$ cat src/rtl/complex_mult_pkg.sv
// rtl/complex_mult_pkg.sv - shared widths and tag type for the complex multiplier scheduler
package complex_mult_pkg;

  localparam int A_W              = 18;
  localparam int B_W              = 17;
  localparam int P_W              = 35;
  localparam int MULT_LAT_DEFAULT = 7;

  // Wide enough for the largest supported requester count (8)
  localparam int TAG_ID_W = 3;

  typedef struct packed {
    logic                valid;
    logic [TAG_ID_W-1:0] id;
  } tag_t;

endpackage

$ cat src/rtl/rr_arbiter.sv
// rtl/rr_arbiter.sv - combinational round-robin pick starting at an external pointer
module rr_arbiter #(
  parameter int NUM_REQ = 4,
  parameter int IDX_W   = 2
) (
  input  logic [NUM_REQ-1:0] req,
  input  logic [IDX_W-1:0]   ptr,
  output logic [NUM_REQ-1:0] gnt,
  output logic [IDX_W-1:0]   idx
);

  logic [NUM_REQ-1:0] upper;
  logic [NUM_REQ-1:0] cand;

  // Requests at or above the pointer win first; otherwise wrap to the lowest request
  always_comb begin
    upper = '0;
    for (int j = 0; j < NUM_REQ; j++) begin
      upper[j] = req[j] && (j >= int'(ptr));
    end
    cand = (|upper) ? upper : req;
  end

  // Lowest set candidate becomes the one-hot grant and its encoded index
  always_comb begin
    gnt = '0;
    idx = '0;
    for (int j = NUM_REQ - 1; j >= 0; j--) begin
      if (cand[j]) begin
        gnt    = '0;
        gnt[j] = 1'b1;
        idx    = IDX_W'(j);
      end
    end
  end

endmodule

$ cat src/rtl/complex_mult_scheduler.sv
// rtl/complex_mult_scheduler.sv - shares one pipelined complex multiplier among round-robin requesters
module complex_mult_scheduler
  import complex_mult_pkg::*;
#(
  parameter int NUM_REQ  = 4,
  parameter int ID_W     = 2,
  parameter int MULT_LAT = MULT_LAT_DEFAULT
) (
  input  logic                   i_clk,
  input  logic                   i_rst,
  input  logic [NUM_REQ-1:0]     i_req,
  input  logic [NUM_REQ*A_W-1:0] i_ar,
  input  logic [NUM_REQ*A_W-1:0] i_ai,
  input  logic [NUM_REQ*B_W-1:0] i_br,
  input  logic [NUM_REQ*B_W-1:0] i_bi,
  output logic [NUM_REQ-1:0]     o_gnt,
  output logic [A_W-1:0]         o_mul_ar,
  output logic [A_W-1:0]         o_mul_ai,
  output logic [B_W-1:0]         o_mul_br,
  output logic [B_W-1:0]         o_mul_bi,
  input  logic [P_W-1:0]         i_mul_pr,
  input  logic [P_W-1:0]         i_mul_pi,
  output logic                   o_vld,
  output logic [ID_W-1:0]        o_id,
  output logic [P_W-1:0]         o_pr,
  output logic [P_W-1:0]         o_pi,
  output logic                   o_busy
);

  logic [ID_W-1:0]    ptr;
  logic [ID_W-1:0]    arb_idx;
  logic [NUM_REQ-1:0] arb_gnt;
  logic               granted;
  logic [A_W-1:0]     sel_ar;
  logic [A_W-1:0]     sel_ai;
  logic [B_W-1:0]     sel_br;
  logic [B_W-1:0]     sel_bi;
  tag_t               tags [MULT_LAT+1];

  rr_arbiter #(
    .NUM_REQ (NUM_REQ),
    .IDX_W   (ID_W)
  ) u_arb (
    .req (i_req),
    .ptr (ptr),
    .gnt (arb_gnt),
    .idx (arb_idx)
  );

  // Nothing is granted while reset is held, even with requests pending
  assign o_gnt   = i_rst ? '0 : arb_gnt;
  assign granted = |o_gnt;

  // Round-robin pointer moves just past the winner; idle cycles leave it alone
  always_ff @(posedge i_clk or posedge i_rst) begin
    if (i_rst) begin
      ptr <= '0;
    end else if (granted) begin
      ptr <= (arb_idx == ID_W'(NUM_REQ - 1)) ? '0 : arb_idx + 1'b1;
    end
  end

  // Pick the granted requester's operands out of the packed buses
  always_comb begin
    sel_ar = '0;
    sel_ai = '0;
    sel_br = '0;
    sel_bi = '0;
    for (int j = 0; j < NUM_REQ; j++) begin
      if (arb_idx == ID_W'(j)) begin
        sel_ar = i_ar[j*A_W +: A_W];
        sel_ai = i_ai[j*A_W +: A_W];
        sel_br = i_br[j*B_W +: B_W];
        sel_bi = i_bi[j*B_W +: B_W];
      end
    end
  end

  // Issue register: zeros go down the multiplier on idle cycles
  always_ff @(posedge i_clk or posedge i_rst) begin
    if (i_rst) begin
      o_mul_ar <= '0;
      o_mul_ai <= '0;
      o_mul_br <= '0;
      o_mul_bi <= '0;
    end else if (granted) begin
      o_mul_ar <= sel_ar;
      o_mul_ai <= sel_ai;
      o_mul_br <= sel_br;
      o_mul_bi <= sel_bi;
    end else begin
      o_mul_ar <= '0;
      o_mul_ai <= '0;
      o_mul_br <= '0;
      o_mul_bi <= '0;
    end
  end

  // Tag line shadows the multiplier; the last stage lines up with i_mul_pr/pi
  always_ff @(posedge i_clk or posedge i_rst) begin
    if (i_rst) begin
      for (int s = 0; s <= MULT_LAT; s++) begin
        tags[s] <= '0;
      end
    end else begin
      tags[0].valid <= granted;
      tags[0].id    <= TAG_ID_W'(arb_idx);
      for (int s = 1; s <= MULT_LAT; s++) begin
        tags[s] <= tags[s-1];
      end
    end
  end

  // Output register holds the last result across idle cycles
  always_ff @(posedge i_clk or posedge i_rst) begin
    if (i_rst) begin
      o_vld <= 1'b0;
      o_id  <= '0;
      o_pr  <= '0;
      o_pi  <= '0;
    end else begin
      o_vld <= tags[MULT_LAT].valid;
      if (tags[MULT_LAT].valid) begin
        o_id <= tags[MULT_LAT].id[ID_W-1:0];
        o_pr <= i_mul_pr;
        o_pi <= i_mul_pi;
      end
    end
  end

  // Busy while any operation sits in the tag line or the output register
  always_comb begin
    o_busy = o_vld;
    for (int s = 0; s <= MULT_LAT; s++) begin
      o_busy = o_busy | tags[s].valid;
    end
  end

endmodule

$ cat config.mk
export PLATFORM = sky130hd
export DESIGN_NAME = complex_mult_scheduler
export DESIGN_NICKNAME = d
export VERILOG_FILES = /design/src/rtl/complex_mult_pkg.sv /design/src/rtl/rr_arbiter.sv /design/src/rtl/complex_mult_scheduler.sv
export SDC_FILE = /design/constraint.sdc
export NUM_CORES = 1
export LEC_CHECK = 0
export CAP_MARGIN = 10
export CORE_AREA = 2 2 196 198
export CTS_CLUSTER_SIZE = 8
export DETAILED_ROUTE_END_ITERATION = 6
export DIE_AREA = 0 0 198 200
export DONT_BUFFER_PORTS = 1
export GPL_ROUTABILITY_DRIVEN = 0
export PLACE_DENSITY = 0.45
export SLEW_MARGIN = 5
export SYNTH_ARGS = -nofsm -noshare
export SYNTH_HDL_FRONTEND = slang
export SYNTH_SLANG_ARGS = --single-unit
$ cat constraint.sdc
create_clock -name i_clk -period 8.27 [get_ports i_clk]
set_input_delay 1.654 -clock i_clk [delete_from_list [all_inputs] [get_ports i_clk]]
set_output_delay 1.654 -clock i_clk [all_outputs]
set_load 0.01 [all_outputs]
### Yosys cells after proc, flatten, opt, wreduce, memory -nomap -nowiden

Cells that the tools add are included.

* bits in registers: 169
* output and inout bits: 148
* logic and storage cells: 77
* input bits: 356

* equality and inequality tests: 3
* bitwise logic cells: 8
* reductions and logical operators: 6
* order comparisons: 3
* multiplexer cells: 31
* add/sub/neg operators: 1

Operators with widths (number)
* two-way mux 18 bit: 10
* two-way mux 17 bit: 10
* two-way mux 4 bit: 5
* two-way mux 2 bit: 5
* bitwise OR 1 bit: 8
* OR reduction 4 bit: 2
* == test 2 bit, second input constant: 2
* greater-or-equal comparator 1 x 2 -> 1 bit, first input constant: 2
* logical AND 1 bit: 3
* two-way mux 3 bit: 1
* adder 2 x 1 -> 2 bit, second input constant: 1
* == test 2 x 1 -> 1 bit, second input constant: 1
* greater-or-equal comparator 2 bit, first input constant: 1
* zero test 2 bit: 1

### Depth between registers and ports, before layout

Gate-level depths: netlist of the first run.

* depth in word-level cells: 13
* mapped depth: 14
* depth with buffers taken out: 9

### Cells and area by module

Synthesis of the first run repeated with hierarchy kept, for this count alone.

* cell total of the unflattened synthesis: 564
* area total of the unflattened synthesis: 7230.7 µm²

By module, submodules not included
* complex_mult_scheduler: sequential area each 4229.1 µm², times used 1, cells an instance 533, area each 7006.7 µm²
* rr_arbiter: sequential area each 0.0 µm², times used 1, cells an instance 31, area each 224.0 µm²

### Worst setup path after synthesis of the first run

OpenSTA, ideal clock, no wires.

* path type: input to output
* start point: input port i_rst
* end point: output port o_gnt[1]
* slack: 0.785 ns
* arrival time: 5.831 ns
* stages: 2
* cells stage by stage: inv_1 -> and4_1

* word-level cells in the longest chain between the ends: 1

Ends and longest elaborated chain
* from (decl): RTL line complex_mult_scheduler.sv:10 `input logic i_rst,`
* two-way mux 4 bit: RTL line complex_mult_scheduler.sv:51 `assign o_gnt = i_rst ? '0 : arb_gnt;`
* to (decl): RTL line complex_mult_scheduler.sv:16 `output logic [NUM_REQ-1:0] o_gnt,`

No other way between the ends.

### Final worst setup path of the first run

* start point: input port i_req[2]
* end point: register o_mul_br[10]

* word-level cells in the longest chain between the ends: 12
* elaborated cells between the ends (all ways): 20
* classes of those cells: eq/ne (3); mux (13); reduce/logical (4)

Ends and longest elaborated chain
* from (decl): RTL line complex_mult_scheduler.sv:11 `input logic [NUM_REQ-1:0] i_req,`
* logical AND 1 bit: RTL line rr_arbiter.sv:19 `upper[j] = req[j] && (j >= int'(ptr));`
* OR reduction 4 bit: RTL line rr_arbiter.sv:21 `cand = (|upper) ? upper : req;`
* two-way mux 3 bit *: RTL line rr_arbiter.sv:21
* two-way mux 2 bit (2 in series): RTL line rr_arbiter.sv:29 `if (cand[j]) begin`
* two-way mux 2 bit *: RTL line rr_arbiter.sv:29
* named net arb_idx[0]: RTL line complex_mult_scheduler.sv:31 `logic [ID_W-1:0] arb_idx;`
* zero test 2 bit: RTL line complex_mult_scheduler.sv:70 `if (arb_idx == ID_W'(j)) begin`
* two-way mux 17 bit (3 in series): RTL line complex_mult_scheduler.sv:70
* two-way mux 17 bit *: RTL line complex_mult_scheduler.sv:70
* two-way mux 17 bit *: RTL line complex_mult_scheduler.sv:86 `end else if (granted) begin`
* to (signal assigned): RTL line complex_mult_scheduler.sv:89 `o_mul_br <= sel_br;`
* to (decl): RTL line complex_mult_scheduler.sv:19 `output logic [B_W-1:0] o_mul_br,`

The timed path passes the listed nets; every way through them passes the cells marked *.
A chain may end at the register's enable or synchronous reset.

==> qor.csv, run 1 <==
metric;value;unit
fin_hold_ws;0.344;ns
grt_overflow;0;
relSlewSlack;34.4;%
num_rows;71;
critPathMaxFanout;72;
ir_worst_vdd;0.140;mV
initial_core_util;20.9;%
use_met2;22.1;%
cts_resized;0;
critPathKind;primary input to register;
clk_pin_slew;0.07;ns
fin_area;8800;um^2
period_minus_slack;4.47;ns
period_share;54.0;%
hold_buffers;0;
p_leak;3.76;nW
worstMarginPinSlew;0.984;ns
finalHoldViolCount;0;
fp.dieH;200;um
outcome;complete, no violations;
synth-adder-area-share;0.640;%
power_density;285;nW/um^2
wire_per_inst;21.7;um
post_cts_buffers;0;
synth_area_leaders;dfrtp_1, mux2_2, a211o_1, a221oi_1, a21oi_1;
top_usage_layer;met2;
drc;0;
grt_pass1_wl;35300;um
layout.cells.most_common_list;dfrtp_1, nand2_1, a21oi_1, mux2_2, inv_1;
cts_tree;yes;
nNetsFinal;1026;
track_usage;12.4;%
end_kind;register;
ios;504;
synth_cells;709;
synth_seq_cells;169;
yosysWarnings;0;
io_buffers;0;
dpl.hpwl;19300;um
synth-simple-area-share;5.28;%
use_met1;12.9;%
dieArea;39600;um^2
antenna_found_initial;5;
die-width;198;um
min_path_type;register to register;
syn-mean-instance-area;11.0;um^2
grt_pass1_vias;5511;
async_flop_share;100;%
synth-main-ff-cell;dfrtp_1;
clkSinkCount;169;
synth_xor_xnor_area_share;0;%
setup-violations-final;0;
grt_util_met3;4.94;%
final_antenna_net_count;0;
synth_top_family_by_area;compound AO/OA/AOI/OAI gates;
syn_nets;1069;
maxCapViolations;0;
yosys.cell_types.count;34;
cts-root-buf;clkbuf_16;
clock_path_buffers;2;
layout-drive-gt1-share;18.9;%
worstPathRequired;8.57;ns
cts_max_level;4;
dr.pass1.iters;5;
rsz0062_at_grt;no;
synth.cell_area;7820;um^2
routed_via_density;4.70;
synth_edf_count;0;
grt_max_degree;101;
place_area;8230;um^2
yosys.area.top_type_share;54.1;%
drt-total-wl;25900;um
numCtsBuffers;17;
final.setup.tns;0;ns
synth_compound_area_share;21.8;%
drt_iter0_drc;191;
setup_slack;3.80;ns
fmax;224;MHz
place_ws;3.33;ns
final_common_cell;dfrtp_1;
syn_to_final_growth;12.5;%
drv_slew;0;
yosys.area.top_type;dfrtp_1;
finalClockSkew;0.0115;ns
route.vias.total;5607;
core_area;37400;um^2
ys_seq_area_share;54.1;%
clkLatencyLatePin;0.45;ns
worstSetupStartpointType;primary input;
muxShareOfSynthArea;10.5;%
cp_data_arrival_time;4.77;ns
==> final timing paths <==
check	start	to	slack (ns)	cells past startpoint
min in group asynchronous	i_rst	o_mul_bi[16]	1.19	1
hold / removal	tags[17]	tags[13]	0.34	0
setup reg to reg	ptr[1]	o_mul_br[10]	4.36	9
hold reg to reg	tags[17]	tags[13]	0.34	0
setup / recovery	i_req[2]	o_mul_br[10]	3.80	9
max in group asynchronous	i_rst	o_pi[12]	5.70	2
==> layout make-up <==
class                      instances  area, um^2
sequential                       169        4230
tap                              511         639
antenna                            4        10.0
fill                            3970       28600
timing repair buffer               6        45.0
clock inverter                    14         134
multi-input combinational        398        3030
clock buffer                      18         429
inverter                          74         285
==> critical path, cell delays in order <==
cell	delay (ns)
mux2i_1	0.12
nor2_1	0.05
nor3_1	0.70
ha_4	0.86
nor2b_4	0.30
buf_4	0.39
a221oi_1	0.41
a211o_1	0.16
a21oi_1	0.06
==> registers in the layout, summed over array words and instances, names as in the netlist <==
signal    count
o_mul_ai     18
o_mul_bi     17
ptr           2
o_id          2
o_vld         1
o_pi         35
o_mul_br     17
o_mul_ar     18
tags         24
o_pr         35
==> where the power goes <==
group | internal (mW) | switching (mW)
clock | 0.397 | 0.377
combinational | 0.262 | 0.342
sequential | 0.968 | 0.164
total | 1.63 | 0.883
==> per-layer routing <==
metal	vias to the layer above	part of all wire, %
met1	2764	36
met5	-	0.039
li1	2457	-
met3	33	9.5
met4	2	3.1
met2	351	52
==> metrics by stage <==
stage          utilization (%)  power, mW  instances
2_1_floorplan                -       1.60        709
3_3_place_gp              22.0       1.76       1158
3_5_place_dp              22.0       1.76       1158
4_1_cts                   23.5       2.56       1190
5_1_grt                   23.5       2.66       1194
6_report                  23.5       2.51       1194
==> kinds of logic (layout without fill, tap and decap cells) <==
logic type / after synthesis / in the layout
buf+inv: 142 / 112
flops: 169 / 169
simple gates: 100 / 100
mux: 73 / 73
other cells: 0 / 4
compound gates: 221 / 221
fa+ha+maj: 4 / 4
==> Yosys cell counts (2+ instances only) <==
master    number
buf_6          2
buf_1          3
clkbuf_1      38
o21ai_0        2
a221oi_2      10
mux2_2        72
buf_2         22
dfrtp_1      169
a21oi_1       74
ha_1           4
a221oi_1      60
nor2_1         8
nor3_1         4
nand2_1       79
nand3_1        2
a211o_1       69
inv_1         73
a21o_1         2
(Power assumes the default switching activity.)
==> run 2: changes to the inputs <==
- clock period: 8.27 -> 4.4 ns (I/O delays scaled with it)
==> run 2 against run 1 <==
Net effect: flip-flop and latch count is the same; sequential power increased by 88%; sequential share of layout area fell by 0.61 points; via count up 0.23%; cell count up 0.50%; global-route usage fell by 0.22 points; non-clock buffer count increased by 7; critical endpoint is now o_mul_bi[10]; highest routed layer unchanged.
==> qor.csv, run 2 (synthesized netlist as in run 1, its figures left out) <==
metric;value;unit;change
critPathMaxFanout;72;;unchanged
hold_end;tags[20];;
dr.pass1.iters;5;;unchanged
drv_slew;0;;unchanged
worstMarginPinSlew;0.941;ns;-0.0422 ns
clk_pin_slew;0.08;ns;about the same
initial_core_util;20.9;%;unchanged
die-width;198;um;unchanged
min_from;tags[24];;
wire_per_inst;21.4;um;-1.1%
min_path_type;register to register;;
rsz0062_at_grt;no;;
end_kind;register;;
final_common_cell;dfrtp_1;;
grt_pass1_vias;5461;;-0.91%
dieArea;39600;um^2;unchanged
fin_util;23.8;%;+0.30 points
hold_buffers;0;;unchanged
period_minus_slack;3.30;ns;
place_ws;0.874;ns;-2.46 ns
r2r_cells;10;;+1
outcome;complete, no violations;;
finalClockSkew;0.0159;ns;+0.00447 ns
fillers;3959;;-0.28%
numCtsBuffers;17;;unchanged
cp_data_arrival_time;3.57;ns;-1.20 ns
syn_to_final_growth;14.0;%;
drt-total-wl;25700;um;-0.60%
routed_via_density;4.68;;-0.27%
max_stage_delay;0.60;ns;-0.26 ns
cts-root-buf;clkbuf_16;;
clock_path_buffers;2;;unchanged
grt_max_degree;170;;+68%
path_cells;mux2i_1 > nor2_1 > nor3_1 > ha_2 > buf_12 > nor2b_4 > buf_12 > a221oi_1 > a211o_1 > a21oi_1;;
r2r-end;o_mul_bi[10];;
grt_pass1_wl;35100;um;-0.67%
ios;504;;unchanged
num_rows;71;;unchanged
largestRegisters;o_pi x35, o_pr x35, tags x24;;
clkSinkCount;169;;unchanged
worstSetupStartpointType;register;;
worstReg2RegStart;ptr[1];;
layout-drive-gt1-share;19.8;%;+0.97 points
maxCapViolations;0;;unchanged
nNetsFinal;1033;;+0.68%
final-seq-area;4230;um^2;unchanged
core_area;37400;um^2;unchanged
drc;0;;unchanged
setup-violations-final;0;;unchanged
fp.dieH;200;um;unchanged
ir_worst_vdd;0.239;mV;+70%
dpl.hpwl;18800;um;-2.4%
io_buffers;0;;unchanged
route.vias.total;5620;;+0.23%
crit_top_cell;buf_12;;
post_cts_buffers;0;;unchanged
grt_overflow;0;;unchanged
finalHoldViolCount;0;;unchanged
layout.cells.most_common_list;dfrtp_1, nand2_1, a21oi_1, mux2_2, inv_1;;
track_usage;12.2;%;-0.22 points
multiInputGateArea;3020;um^2;-0.33%
cp_slowest_cell;nor3_1;;
clkLatencyLatePin;0.43;ns;-0.02 ns
rrSetupSlack;1.10;ns;-3.26 ns
power_density;536;nW/um^2;+88%
fmax;303;MHz;
relSlewSlack;37.2;%;+2.8 points
critPathKind;register to register;;
p_leak;3.82;nW;+1.6%
antenna_found_initial;5;;unchanged
cts_max_level;4;;unchanged
hold_depth;0;;unchanged
period_share;75.0;%;
cts_tree;yes;;
setup_slack;1.10;ns;-2.70 ns
drt_iter0_drc;292;;+53%
final_antenna_net_count;0;;unchanged
cts_resized;0;;unchanged
worstPathRequired;4.67;ns;-3.90 ns
run 2: how the worst max path moves through the flow:
stage / to / start / cells after the start / slack, ns
after detailed placement: o_mul_bi[10] / i_req[2] / 10 / 0.87
after CTS: o_mul_bi[10] / ptr[1] / 10 / 1.09
after global routing: o_mul_bi[10] / ptr[1] / 10 / 0.89
final: o_mul_bi[10] / ptr[1] / 10 / 1.10
after global placement: o_mul_bi[10] / i_req[2] / 10 / 0.86
after floorplan: o_gnt[1] / i_rst / 2 / -0.34
run 2: final cells by class:
class,instances,area share (%)
sequential,169,47.5
multi-input combinational,398,33.9
tap,511,7.17
clock buffer,19,5.08
inverter,74,3.16
timing repair buffer,13,1.80
clock inverter,13,1.40
antenna,3,0.0842
run 2: metal layers:
layer,wire (um),GRT usage [%]
met1,9280,13.1
met2,13300,21.6
met3,2530,4.99
met4,622,4.62
met5,13,0
run 2: power by group:
group	switching (mW)	internal, mW	total, mW	leakage, nW
logic	0.641	0.522	1.16	1.46
registers	0.306	1.82	2.12	2.09
clock network	0.713	0.780	1.49	0.276
total	1.66	3.12	4.78	3.82
run 2: metrics by stage:
| stage | hold WS (ns) | instances | power (mW) | instance area, um^2 | setup TNS [ns] |
|---|---|---|---|---|---|
| 3_3_place_gp | 0.332 | 1165 | 3.33 | 8330 | 0 |
| 3_5_place_dp | 0.335 | 1165 | 3.33 | 8330 | 0 |
| 6_report | 0.349 | 1200 | 4.78 | 8910 | 0 |
| 2_1_floorplan | 0.331 | 709 | 3.01 | 7830 | -0.344 |
| 4_1_cts | 0.351 | 1197 | 4.87 | 8910 | 0 |
| 5_1_grt | 0.352 | 1199 | 5.08 | 8910 | 0 |
run 2: worst max-delay path, delay by kind of cell (launching register included):
kind | cells | cell delay [ns]
adders and majority gates | 1 | 0.33
buffers and inverters | 2 | 0.50
DFF | 1 | 0.58
and+or+nand+nor | 3 | 0.73
AOI/OAI and AO/OA | 3 | 0.68
muxes | 1 | 0.24
==> run 3: changes to the inputs <==
- PLACE_DENSITY: 0.45 -> 0.46
- clock period: 4.4 -> 2.8 ns (I/O delays scaled with it)
==> run 3 against run 2 <==
Net effect: largest power group unchanged; clock skew down 0.0083 ns; largest cell class unchanged; combinational power up 90%; fmax up 26%; global-route usage up 0.52 points; sequential power up 58%; cell count up 3.9%; routed wire length up 6.5%.
==> qor.csv, run 3 (synthesized netlist as in run 1, its figures left out) <==
metric;value;unit;change
outcome;complete, no violations;;
nNetsFinal;1082;;+4.7%
fin_area;9390;um^2;+5.3%
period_share;93.3;%;+18 points
cts-root-buf;clkbuf_16;;
critPathMaxFanout;45;;-38%
min_path_type;primary input to async pin;;
numCtsBuffers;17;;unchanged
routed_via_density;4.73;;+1.1%
dpl.hpwl;20400;um;+8.7%
layout.cells.most_common_list;dfrtp_1, nand2_1, a21oi_1, mux2_2, inv_1;;
worstSetupStartpointType;register;;
largestRegisters;o_pi x35, o_pr x35, tags x24;;
finalClockSkew;0.00760;ns;-0.00834 ns
clkLatencyLatePin;0.44;ns;about the same
maxCapViolations;0;;unchanged
cts_resized;0;;unchanged
power_density;841;nW/um^2;+57%
grt_overflow;0;;unchanged
p_leak;4.11;nW;+7.5%
final-seq-area;4230;um^2;unchanged
multiInputGateArea;3020;um^2;unchanged
route.vias.total;5903;;+5.0%
track_usage;12.7;%;+0.52 points
fp.dieH;200;um;unchanged
fmax;383;MHz;+26%
worstPathRequired;3.13;ns;-1.54 ns
period_minus_slack;2.61;ns;-0.687 ns
fin_hold_ws;0.144;ns;-0.205 ns
end_kind;register;;
wire_per_inst;22.0;um;+2.5%
clock_path_buffers;2;;unchanged
layout-drive-gt1-share;25.2;%;+5.3 points
worstMarginPinSlew;0.730;ns;-0.211 ns
drc;0;;unchanged
dieArea;39600;um^2;unchanged
ios;504;;unchanged
initial_core_util;20.9;%;unchanged
core_area;37400;um^2;unchanged
final_antenna_net_count;0;;unchanged
critPathKind;register to register;;
fin_util;25.1;%;+1.3 points
antenna_found_initial;1;;-4
setup-violations-final;0;;unchanged
io_buffers;0;;unchanged
die-width;198;um;unchanged
ir_worst_vdd;0.388;mV;+62%
drt_iter0_drc;305;;+4.5%
drv_slew;0;;unchanged
cp_data_arrival_time;2.95;ns;-0.62 ns
final_common_cell;dfrtp_1;;
cts_tree;yes;;
fillers;3938;;-0.53%
grt_pass1_wl;36700;um;+4.7%
cts_max_level;4;;unchanged
finalHoldViolCount;0;;unchanged
relSlewSlack;51.3;%;+14 points
num_rows;71;;unchanged
grt_max_degree;118;;-31%
clkSinkCount;169;;unchanged
dr.pass1.iters;5;;unchanged
grt_pass1_vias;5791;;+6.0%
clk_pin_slew;0.07;ns;about the same
final.setup.tns;0;ns;unchanged
drt-total-wl;27400;um;+6.5%
syn_to_final_growth;20.0;%;
place_area;8740;um^2;+4.9%
## run 3: path summary, 6_finish.rpt
| kind | startpoint | to | slack, ns | cells past startpoint |
|---|---|---|---|---|
| max | ptr[0] | o_mul_br[9] | 0.19 | 9 |
| min | i_rst | o_pr[22] | 0.14 | 2 |
| max reg2reg | ptr[0] | o_mul_br[9] | 0.19 | 9 |
| min reg2reg | tags[5] | tags[1] | 0.35 | 0 |
| max in group asynchronous | i_rst | o_mul_ai[7] | 2.02 | 2 |
| min in group i_clk | i_ai[57] | o_mul_ai[3] | 0.25 | 2 |
## run 3: repair_timing
item / in CTS / in global routing
buffers inserted: 0 / 5
setup endpoints to repair: 0 / 16
hold buffers: 0 / 0
## run 3: power breakdown
part           internal [mW]  switching, mW
logic                   1.07           1.12
registers               2.86          0.481
clock network           1.19           1.17
## run 3: final cells by class
cell class	instances	share of cell area (%)
clock inverter	15	1.67
tap	511	6.81
multi-input combinational	398	32.2
clock buffer	17	4.53
timing repair buffer	62	6.74
antenna	1	0.0267
inverter	74	3.00
sequential	169	45.1
## run 3: critical path, cell delays in order, from the launching register on
cell and delay, ns:
dfrtp_1 0.47, a21o_1 0.19, a221oi_1 0.34, or2_2 0.19, ha_2 0.23, buf_12 0.28, buf_4 0.19, a221oi_1 0.08
a211o_1 0.30, a21oi_1 0.21
## run 3: routing by layer
metal	vias up	global-route usage [%]	part of all wire [%]
li1	2571	-	-
met1	2946	14.2	37
met2	362	22.5	52
met3	24	4.12	8.8
met4	0	5.01	2.2
met5	-	0	0
## run 3: stage by stage
stage          power, mW  setup slack (ns)  std cells
2_1_floorplan       4.73             -1.30        709
3_3_place_gp        5.53            0.0712       1208
3_5_place_dp        5.54            0.0442       1208
4_1_cts             7.97            0.0800       1240
5_1_grt             8.38         -0.000857       1247
6_report            7.89             0.188       1247
